===== src/rtl/pulp_cluster_package.sv =====
// Shared constants and request payload type for the speriph round-robin arbiter.
// The id field is sized for the widest supported id; narrower ids are zero-extended.
package pulp_cluster_package;

  localparam int SPER_ARB_MAX_OUTSTANDING = 2;
  localparam int SPER_ARB_ID_MAX_WIDTH    = 16;

  typedef struct packed {
    logic [31:0]                      add;
    logic                             wen;
    logic [31:0]                      wdata;
    logic [3:0]                       be;
    logic [SPER_ARB_ID_MAX_WIDTH-1:0] id;
  } speriph_req_t;

endpackage


===== src/rtl/speriph_arb_rsp_fifo.sv =====
// In-order FIFO of granted plug indices, used to route each slave response back to its issuer.
// Pointers carry one extra wrap bit so that full and empty are told apart by the pointer difference.
module speriph_arb_rsp_fifo #(
  parameter int DEPTH = 2,
  parameter int WIDTH = 1
) (
  input  logic             clk_i,
  input  logic             rst_i,
  input  logic             push,
  input  logic [WIDTH-1:0] push_data,
  input  logic             pop,
  output logic [WIDTH-1:0] head,
  output logic             full,
  output logic             empty
);

  // A single-entry FIFO still gets a 1-bit address so the pointer arithmetic stays uniform.
  localparam int AW = (DEPTH > 1) ? $clog2(DEPTH) : 1;

  logic [WIDTH-1:0] mem [2**AW];
  logic [AW:0]      wr_ptr;
  logic [AW:0]      rd_ptr;
  logic [AW:0]      used;

  assign used  = wr_ptr - rd_ptr;
  assign full  = (used == (AW+1)'(DEPTH));
  assign empty = (used == '0);
  assign head  = mem[rd_ptr[AW-1:0]];

  always_ff @(posedge clk_i) begin
    if (rst_i) begin
      wr_ptr <= '0;
      rd_ptr <= '0;
    end else begin
      if (push && !full) begin
        mem[wr_ptr[AW-1:0]] <= push_data;
        wr_ptr              <= wr_ptr + (AW+1)'(1);
      end
      if (pop && !empty) begin
        rd_ptr <= rd_ptr + (AW+1)'(1);
      end
    end
  end

endmodule


===== src/rtl/speriph_plug_rr_arbiter.sv =====
// Round-robin arbiter sharing one speriph slave among NB_PLUGS interconnect plugs.
// Optional build macro SPERIPH_ARB_STATS_EN adds conflict_cnt_o and unexp_rsp_o.
module speriph_plug_rr_arbiter
  import pulp_cluster_package::*;
#(
  parameter int NB_PLUGS        = 2,
  parameter int ID_WIDTH        = 5,
  parameter int MAX_OUTSTANDING = SPER_ARB_MAX_OUTSTANDING
) (
  input  logic                         clk_i,
  input  logic                         rst_i,
  input  logic [NB_PLUGS-1:0]          plug_req_i,
  input  logic [NB_PLUGS*32-1:0]       plug_add_i,
  input  logic [NB_PLUGS-1:0]          plug_wen_i,
  input  logic [NB_PLUGS*32-1:0]       plug_wdata_i,
  input  logic [NB_PLUGS*4-1:0]        plug_be_i,
  input  logic [NB_PLUGS*ID_WIDTH-1:0] plug_id_i,
  output logic [NB_PLUGS-1:0]          plug_gnt_o,
  output logic [NB_PLUGS-1:0]          plug_r_valid_o,
  output logic [31:0]                  plug_r_rdata_o,
  output logic                         plug_r_opc_o,
  output logic [ID_WIDTH-1:0]          plug_r_id_o,
  output logic                         slv_req_o,
  output logic [31:0]                  slv_add_o,
  output logic                         slv_wen_o,
  output logic [31:0]                  slv_wdata_o,
  output logic [3:0]                   slv_be_o,
  output logic [ID_WIDTH-1:0]          slv_id_o,
  input  logic                         slv_gnt_i,
  input  logic                         slv_r_valid_i,
  input  logic [31:0]                  slv_r_rdata_i,
  input  logic                         slv_r_opc_i,
  input  logic [ID_WIDTH-1:0]          slv_r_id_i
`ifdef SPERIPH_ARB_STATS_EN
  ,output logic [15:0]                 conflict_cnt_o
  ,output logic                        unexp_rsp_o
`endif
);

  localparam int IDX_W = $clog2(NB_PLUGS);

  logic [IDX_W-1:0] rr_q;
  logic [IDX_W-1:0] winner;
  logic [IDX_W-1:0] cand;
  logic             found;
  logic [IDX_W-1:0] head;
  logic             fifo_full;
  logic             fifo_empty;
  logic             hs;
  logic             pop;
  speriph_req_t     plug_pld [NB_PLUGS];
  speriph_req_t     sel;
  logic             unused_id;

  // Modulo-NB_PLUGS add; both operands are below NB_PLUGS so one correction step suffices.
  function automatic logic [IDX_W-1:0] wrap_add(input logic [IDX_W-1:0] base,
                                                 input logic [IDX_W-1:0] off);
    logic [IDX_W:0] sum;
    sum = {1'b0, base} + {1'b0, off};
    if (sum >= (IDX_W+1)'(NB_PLUGS)) begin
      sum = sum - (IDX_W+1)'(NB_PLUGS);
    end
    return sum[IDX_W-1:0];
  endfunction

  for (genvar p = 0; p < NB_PLUGS; p++) begin : g_pld
    assign plug_pld[p] = '{
      add:   plug_add_i[p*32 +: 32],
      wen:   plug_wen_i[p],
      wdata: plug_wdata_i[p*32 +: 32],
      be:    plug_be_i[p*4 +: 4],
      id:    SPER_ARB_ID_MAX_WIDTH'(plug_id_i[p*ID_WIDTH +: ID_WIDTH])
    };
  end

  // First requesting plug at or after rr_q; with no requests the pointer itself is selected.
  always_comb begin
    winner = rr_q;
    found  = 1'b0;
    cand   = '0;
    for (int i = 0; i < NB_PLUGS; i++) begin
      cand = wrap_add(rr_q, IDX_W'(i));
      if (!found && plug_req_i[cand]) begin
        winner = cand;
        found  = 1'b1;
      end
    end
  end

  assign sel       = plug_pld[winner];
  assign unused_id = ^sel.id;

  assign slv_req_o   = (|plug_req_i) & ~fifo_full & ~rst_i;
  assign slv_add_o   = sel.add;
  assign slv_wen_o   = sel.wen;
  assign slv_wdata_o = sel.wdata;
  assign slv_be_o    = sel.be;
  assign slv_id_o    = sel.id[ID_WIDTH-1:0];

  assign hs  = slv_req_o & slv_gnt_i;
  assign pop = slv_r_valid_i & ~fifo_empty & ~rst_i;

  assign plug_r_rdata_o = slv_r_rdata_i;
  assign plug_r_opc_o   = slv_r_opc_i;
  assign plug_r_id_o    = slv_r_id_i;

  always_comb begin
    plug_gnt_o     = '0;
    plug_r_valid_o = '0;
    if (hs) begin
      plug_gnt_o[winner] = 1'b1;
    end
    if (pop) begin
      plug_r_valid_o[head] = 1'b1;
    end
  end

  always_ff @(posedge clk_i) begin
    if (rst_i) begin
      rr_q <= '0;
    end else if (hs) begin
      rr_q <= wrap_add(winner, IDX_W'(1));
    end
  end

  speriph_arb_rsp_fifo #(
    .DEPTH (MAX_OUTSTANDING),
    .WIDTH (IDX_W)
  ) i_rsp_fifo (
    .clk_i     (clk_i),
    .rst_i     (rst_i),
    .push      (hs),
    .push_data (winner),
    .pop       (pop),
    .head      (head),
    .full      (fifo_full),
    .empty     (fifo_empty)
  );

`ifdef SPERIPH_ARB_STATS_EN
  logic multi_req;

  assign multi_req = (plug_req_i & (plug_req_i - NB_PLUGS'(1))) != '0;

  // Conflict cycles saturate; the unexpected-response flag stays set until reset.
  always_ff @(posedge clk_i) begin
    if (rst_i) begin
      conflict_cnt_o <= '0;
      unexp_rsp_o    <= 1'b0;
    end else begin
      if (hs && multi_req && (conflict_cnt_o != 16'hFFFF)) begin
        conflict_cnt_o <= conflict_cnt_o + 16'd1;
      end
      if (slv_r_valid_i && fifo_empty) begin
        unexp_rsp_o <= 1'b1;
      end
    end
  end
`endif

endmodule


===== config.mk =====
export PLATFORM = sky130hd
export DESIGN_NAME = speriph_plug_rr_arbiter
export DESIGN_NICKNAME = d
export VERILOG_FILES = /design/src/rtl/pulp_cluster_package.sv /design/src/rtl/speriph_arb_rsp_fifo.sv /design/src/rtl/speriph_plug_rr_arbiter.sv
export SDC_FILE = /design/constraint.sdc
export NUM_CORES = 1
export LEC_CHECK = 0
export ABC_AREA = 1
export BUFFER_PORTS_ARGS = -buffer_cell sky130_fd_sc_hd__buf_2
export CAP_MARGIN = 15
export CORE_AREA = 2 2 120 122
export DETAILED_ROUTE_END_ITERATION = 7
export DIE_AREA = 0 0 122 124
export GPL_ROUTABILITY_DRIVEN = 0
export SETUP_SLACK_MARGIN = 0.5
export SLEW_MARGIN = 10
export SYNTH_ARGS = -nofsm -noshare
export SYNTH_HDL_FRONTEND = slang
export SYNTH_SLANG_ARGS = --single-unit

===== constraint.sdc =====
create_clock -name clk_i -period 1.43 [get_ports clk_i]
set_input_delay 0.143 -clock clk_i [delete_from_list [all_inputs] [get_ports clk_i]]
set_output_delay 0.143 -clock clk_i [all_outputs]
set_load 0.02 [all_outputs]

==> flow_metrics.env, run 1 <==
export IMPL_status="complete, but fails checks"
export IMPL_violations="setup timing"
export IMPL_tns_ns=-9.786
export IMPL_syn_cell_area_um2=1640
export IMPL_ys_top_cells_by_area="nand2_1, buf_4, dfxtp_1"
export IMPL_first_global_vias=2666
export IMPL_start_kind="flop"
export IMPL_numCtsBuffers=3
export IMPL_dp_hpwl_um=5989
export IMPL_dp_worst_setup_slack_ns=0.01443
export IMPL_nets=753
export IMPL_worstMarginPinSlew_ns=0.3685
export IMPL_hold_class="in -> reg"
export IMPL_endpoint_kind="primary output"
export IMPL_setup_viol=75
export IMPL_clock_skew_ns=0.004527
export IMPL_synthesis_nets=533
export IMPL_hp_start="rst_i"
export IMPL_post_route_cell_area_um2=4420
export IMPL_post_synth_top_count_cell="nand2_1"
export IMPL_slew_headroom_pct=75.34
export IMPL_max_freq_mhz=625.7
export IMPL_grt_pass1_wl_um=12210
export IMPL_syn_instance_count=341
export IMPL_routed_wl_um=10150
export IMPL_synth_top_cell_by_area="nand2_1"
export IMPL_synthSimpleGateAreaFrac_pct=60.56
export IMPL_core_area_um2=13720
export IMPL_synth_compound_area_share_pct=2.059
export IMPL_cts_buffer_depth=2
export IMPL_max_cap_viol_count=0
export IMPL_cts_tree="yes"
export IMPL_maxSlewViolCount=0
export IMPL_synth_mux_area_share_pct=0
export IMPL_min_period_over_period_pct=111.8
export IMPL_p_total_mw=2.679
export IMPL_overflow=0
export IMPL_reg2reg_from="rr_q"
export IMPL_power_density_nw_per_um2=606.1
export IMPL_final_min_clock_period_ns=1.598
export IMPL_yosys_top_cells_count="nand2_1, buf_4, nor2_1, inv_1, buf_2"
export IMPL_antenna_found_initial=0
export IMPL_clock_sinks=8
export IMPL_yosys_register_bits=8
export IMPL_crit_type="reg -> out"
export IMPL_area_growth_pct=169.5
export IMPL_via_per_inst=3.943
export IMPL_dieArea_um2=15130
export IMPL_synth_top_area_share_pct=55.61
export IMPL_grt_total_usage_pct=10.23
export IMPL_synth_top_family_by_area="simple AND/OR/NAND/NOR gates"
export IMPL_htree_levels=1
export IMPL_yosysWarnings=0
export IMPL_diodes=0
export IMPL_drc_errors=0
export IMPL_ir_worst_vdd_v=0.0003473
export IMPL_clk_pin_slew_ns=0.04
export IMPL_final_layout_size_suffix_gt1_share_pct=79.25
export IMPL_synth_edf_count=2
export IMPL_grt_max_degree=32
export IMPL_first_iter_violations=38
export IMPL_synthFlopType="dfxtp_1"
export IMPL_worstPathMaxFanout=6
export IMPL_drt_pass1_iter_count=4
export IMPL_synthArstFlopShare_pct=0
export IMPL_rrSetupSlack_ns=0.08
export IMPL_synthXorXnorAreaFrac_pct=0.5339
export IMPL_synth_area_per_cell_um2=4.810
export IMPL_worstPathRequired_ns=1.29
export IMPL_io_pins=309
export IMPL_p_leak_nw=2.508
export IMPL_placed_area_um2=3022
export IMPL_row_count=43
export IMPL_fillers=1424
export IMPL_postRouteAntennaNets=0
export IMPL_hold_viol=0
export IMPL_multiInputGateArea_um2=1694
export IMPL_insertion_delay_ns=0.23
export IMPL_port_buffers=232
export IMPL_cts_root_buf="clkbuf_16"
export IMPL_ys_seq_area_share_pct=10.98
export IMPL_die_height_um=124
export IMPL_via_count=2914
export IMPL_crit_start="rr_q"
export IMPL_die_w_um=122
export IMPL_synth_cell_types=18
export IMPL_critical_path_arrival_ns=1.46
export IMPL_worst_slack_ns=-0.1682
export IMPL_synth_fa_ha_area_share_pct=0
export IMPL_regArea_um2=196.4
export IMPL_rsz0062_at_grt="yes"
export IMPL_post_drt_wl_per_cell_um=13.73
export IMPL_start_util_pct=11.96
[per-layer routing]
metal	vias to the layer above	GRT usage, %	part of all wire [%]	wire length, µm
met2	172	20.25	54	5518
met3	16	2.839	9.0	910
met4	0	3.664	1.5	148
li1	1420	-	-	-
met1	1306	10.09	35	3568
met5	-	0	0	0
[power breakdown]
group          internal [mW]  switching [mW]
logic                  0.955           0.999
registers              0.240         0.00936
clock network          0.361           0.114
total                   1.56            1.12
[path summary, 6_finish.rpt]
path / to / cells after the start
hold reg to reg: rr_q / 4
hold / removal: i_rsp_fifo.wr_ptr[1] / 2
setup reg to reg: i_rsp_fifo.mem[0] / 7
setup / recovery: slv_add_o[21] / 9
[cell families after synthesis]
group                     Yosys count
and+or+nand+nor                   260
buffers and inverters              66
DFF                                 8
AOI/OAI and AO/OA                   6
xor gates and xnor gates            1
[repair_timing]
| item | in CTS | in global routing |
|---|---|---|
| buffers inserted | 16 | 3 |
| hold buffers | 0 | 0 |
| setup endpoints to repair | 89 | 89 |
| gates resized for setup | 170 | 114 |
| endpoints found under the hold margin | 0 | 0 |
| pin swaps | 12 | 17 |
| cloned | 3 | 7 |
[cells in the final DEF (no fill, tap or decap), drive strengths merged]
cell type / Yosys / routed
o21ai: 2 / 2
nand3: 4 / 4
nand2: 243 / 243
xor2: 1 / 1
edfxtp: 2 / 2
nor2: 10 / 10
and2: 1 / 1
dfxtp: 6 / 6
inv: 11 / 11
buf: 52 / 264
a21oi: 4 / 4
nand4: 2 / 2
clkbuf: 3 / 9
[layout make-up]
cell class              count  share of cell area [%]
repair buffers            270                   49.39
multi-input cells         267                   38.32
well taps                 180                   5.095
flip-flops and latches      8                   4.444
clock buffers               3                   1.698
inverters                  11                   1.047
[per-stage QoR]
step,util [%],hold WS [ns],cells
2_1_floorplan,-,0.3039,341
3_3_place_gp,22.02,0.2861,707
3_5_place_dp,22.02,0.2861,707
4_1_cts,27.94,0.1755,729
5_1_grt,32.22,0.2111,739
6_report,32.22,0.1918,739
[critical path, stage by stage, from the launching register on]
cell and delay, ns:
dfxtp_4 0.35, nand2_2 0.06, nand2_2 0.06, o21ai_4 0.10, inv_4 0.09, buf_12 0.15
clkbuf_16 0.17, nand2_2 0.07, nand2_2 0.05, buf_6 0.12
(Power assumes the default switching activity.)
==> inputs of run 2 (changes only) <==
--- a/constraint.sdc
+++ b/constraint.sdc
@@ -3,2 +3,2 @@
 set_output_delay 0.143 -clock clk_i [all_outputs]
-set_load 0.02 [all_outputs]
+set_load 0.1 [all_outputs]
==> run 2 against run 1 <==
The run still ends with setup timing left. Worst hold slack gained 0.013 ns. Non-clock buffer count grew 19. Count of clock-buffer cells in the layout is the same. Largest power group unchanged. Flip-flop and latch count is the same.
==> flow_metrics.env, run 2 (synthesis gave the netlist of run 1 again) <==
export IMPL_cts_buffer_depth=2
export IMPL_worstPathRequired_ns=1.29
export IMPL_worstPathMaxFanout=8
export IMPL_combPwrFrac_pct=86.3
export IMPL_postRouteAntennaNets=0
export IMPL_drt_pass1_iter_count=4
export IMPL_dp_worst_setup_slack_ns=-0.08294
export IMPL_first_iter_violations=66
export IMPL_cts_root_buf="clkbuf_16"
export IMPL_antenna_found_initial=0
export IMPL_io_pins=309
export IMPL_maxSlewViolCount=0
export IMPL_power_internal_mw=2.390
export IMPL_placed_cells=727
export IMPL_row_count=43
export IMPL_slew_headroom_pct=75.75
export IMPL_area_growth_pct=313.3
export IMPL_clkPwrFrac_pct=9.0
export IMPL_tns_ns=-19.66
export IMPL_grt_pass1_wl_um=16390
export IMPL_die_height_um=124
export IMPL_post_drt_wl_per_cell_um=14.73
export IMPL_placed_area_um2=5754
export IMPL_violations="setup timing"
export IMPL_core_area_um2=13720
export IMPL_holdBufCountCts=0
export IMPL_clock_skew_ns=0.003105
export IMPL_final_min_clock_period_ns=1.750
export IMPL_numCtsBuffers=3
export IMPL_power_density_nw_per_um2=800.8
export IMPL_hold_class="in -> reg"
export IMPL_slowest_delay_ns=0.35
export IMPL_critical_path_arrival_ns=1.61
export IMPL_ir_worst_vdd_v=0.0003952
export IMPL_start_kind="flop"
export IMPL_dieArea_um2=15130
export IMPL_drc_errors=0
export IMPL_fillers=1208
export IMPL_via_count=3048
export IMPL_first_global_vias=3278
export IMPL_swShare_pct=55.96
export IMPL_multiInputGateArea_um2=3089
export IMPL_path_buf_inv=4
export IMPL_die_w_um=122
export IMPL_port_buffers=232
export IMPL_hold_slack_ns=0.2048
export IMPL_worst_slack_ns=-0.3202
export IMPL_via_per_inst=4.021
export IMPL_seq_power_share_pct=4.7
export IMPL_fin_cells=758
export IMPL_layout_commonest_cell="buf_2"
export IMPL_clock_sinks=8
export IMPL_regArea_um2=193.9
export IMPL_path_common_cell="buf_12"
export IMPL_insertion_delay_ns=0.24
export IMPL_overflow=0
export IMPL_nets=772
export IMPL_endpoint_kind="primary output"
export IMPL_rsz0062_at_grt="yes"
export IMPL_worstMarginPinSlew_ns=0.3625
export IMPL_grt_max_degree=41
export IMPL_crit_family="buffers and inverters"
export IMPL_crit_type="reg -> out"
export IMPL_status="complete, but fails checks"
export IMPL_final_layout_size_suffix_gt1_share_pct=91.35
export IMPL_crit_slowest_cell="dfxtp_4"
export IMPL_start_util_pct=11.96
export IMPL_p_sw_mw=3.038
export IMPL_cts_tree="yes"
export IMPL_routed_wl_um=11160
export IMPL_diodes=0
export IMPL_path_cells="o21ai_4, buf_12, buf_12, buf_16, nand2_2, nand2_8, buf_12"
export IMPL_rrSetupSlack_ns=0.04
export IMPL_min_period_over_period_pct=122.4
export IMPL_most_common_layout_cells="buf_2, buf_12, nand2_8"
export IMPL_post_route_cell_area_um2=6779
export IMPL_grt_total_usage_pct=13.73
export IMPL_clk_pin_slew_ns=0.04
export IMPL_htree_levels=1
export IMPL_max_freq_mhz=571.4
export IMPL_max_cap_viol_count=0
export IMPL_setup_viol=79
export IMPL_hold_viol=0
export IMPL_p_leak_nw=3.236
export IMPL_dp_hpwl_um=8102
## run 2: cell count changes in the layout (fill, tap and decap cells not counted), moves of 3 or more
cell	before	now
buf_4	19	16
clkbuf_16	9	4
buf_16	3	8
nand2_4	41	57
nand2_1	98	32
nand2_2	104	71
buf_6	81	23
buf_12	6	88
nand2_8	0	83
## run 2: per-layer routing
layer  track usage, %  part of all wire, %
met4            2.443                 0.76
met3            3.663                  8.9
met2            27.03                   57
met5                0                    0
met1            14.71                   33
## run 2: worst reg2reg max path: stages, from the launching register on
cell and delay (ns):
dfxtp_4 0.36, inv_2 0.05, nand2_2 0.08, nand2_4 0.07, nand2_4 0.10, nand3_4 0.12, buf_6 0.15, buf_6 0.12
nor2_4 0.06
## run 2: worst paths after layout
kind	start	endpoint	cells after the start
max	rr_q	slv_add_o[4]	7
max reg2reg	i_rsp_fifo.wr_ptr[0]	i_rsp_fifo.mem[0]	8
min	rst_i	i_rsp_fifo.wr_ptr[1]	2
min reg2reg	i_rsp_fifo.wr_ptr[1]	i_rsp_fifo.wr_ptr[1]	2
## run 2: per-stage QoR
step           utilization (%)  total power, mW
6_report                 49.41            5.428
5_1_grt                  49.41            5.603
4_1_cts                  47.88            5.374
3_5_place_dp             41.94            4.525
3_3_place_gp             41.94            4.475
2_1_floorplan                -            3.542
## run 2: what timing repair did
| action | 4_1_cts | 5_1_grt |
|---|---|---|
| resized for setup | 108 | 37 |
| cloned | 7 | 1 |
| pin swaps | 27 | 12 |
| setup buffers | 15 | 5 |
| endpoints found under the setup margin | 89 | 89 |
## run 2: layout make-up
| class | count | area share, % |
|---|---|---|
| tap | 180 | 3.322 |
| sequential | 8 | 2.861 |
| clock buffer | 3 | 1.107 |
| timing repair buffer | 289 | 46.49 |
| multi-input combinational | 267 | 45.57 |
| inverter | 11 | 0.6460 |
## run 2: power groups by stage
stage / Sequential, mW / Clock (mW) / Combinational, mW
6_report: 0.253 / 0.490 / 4.69
5_1_grt: 0.254 / 0.504 / 4.85
4_1_cts: 0.252 / 0.492 / 4.63
3_5_place_dp: 0.258 / 0 / 4.27
3_3_place_gp: 0.258 / 0 / 4.22
2_1_floorplan: 0.256 / 0 / 3.29
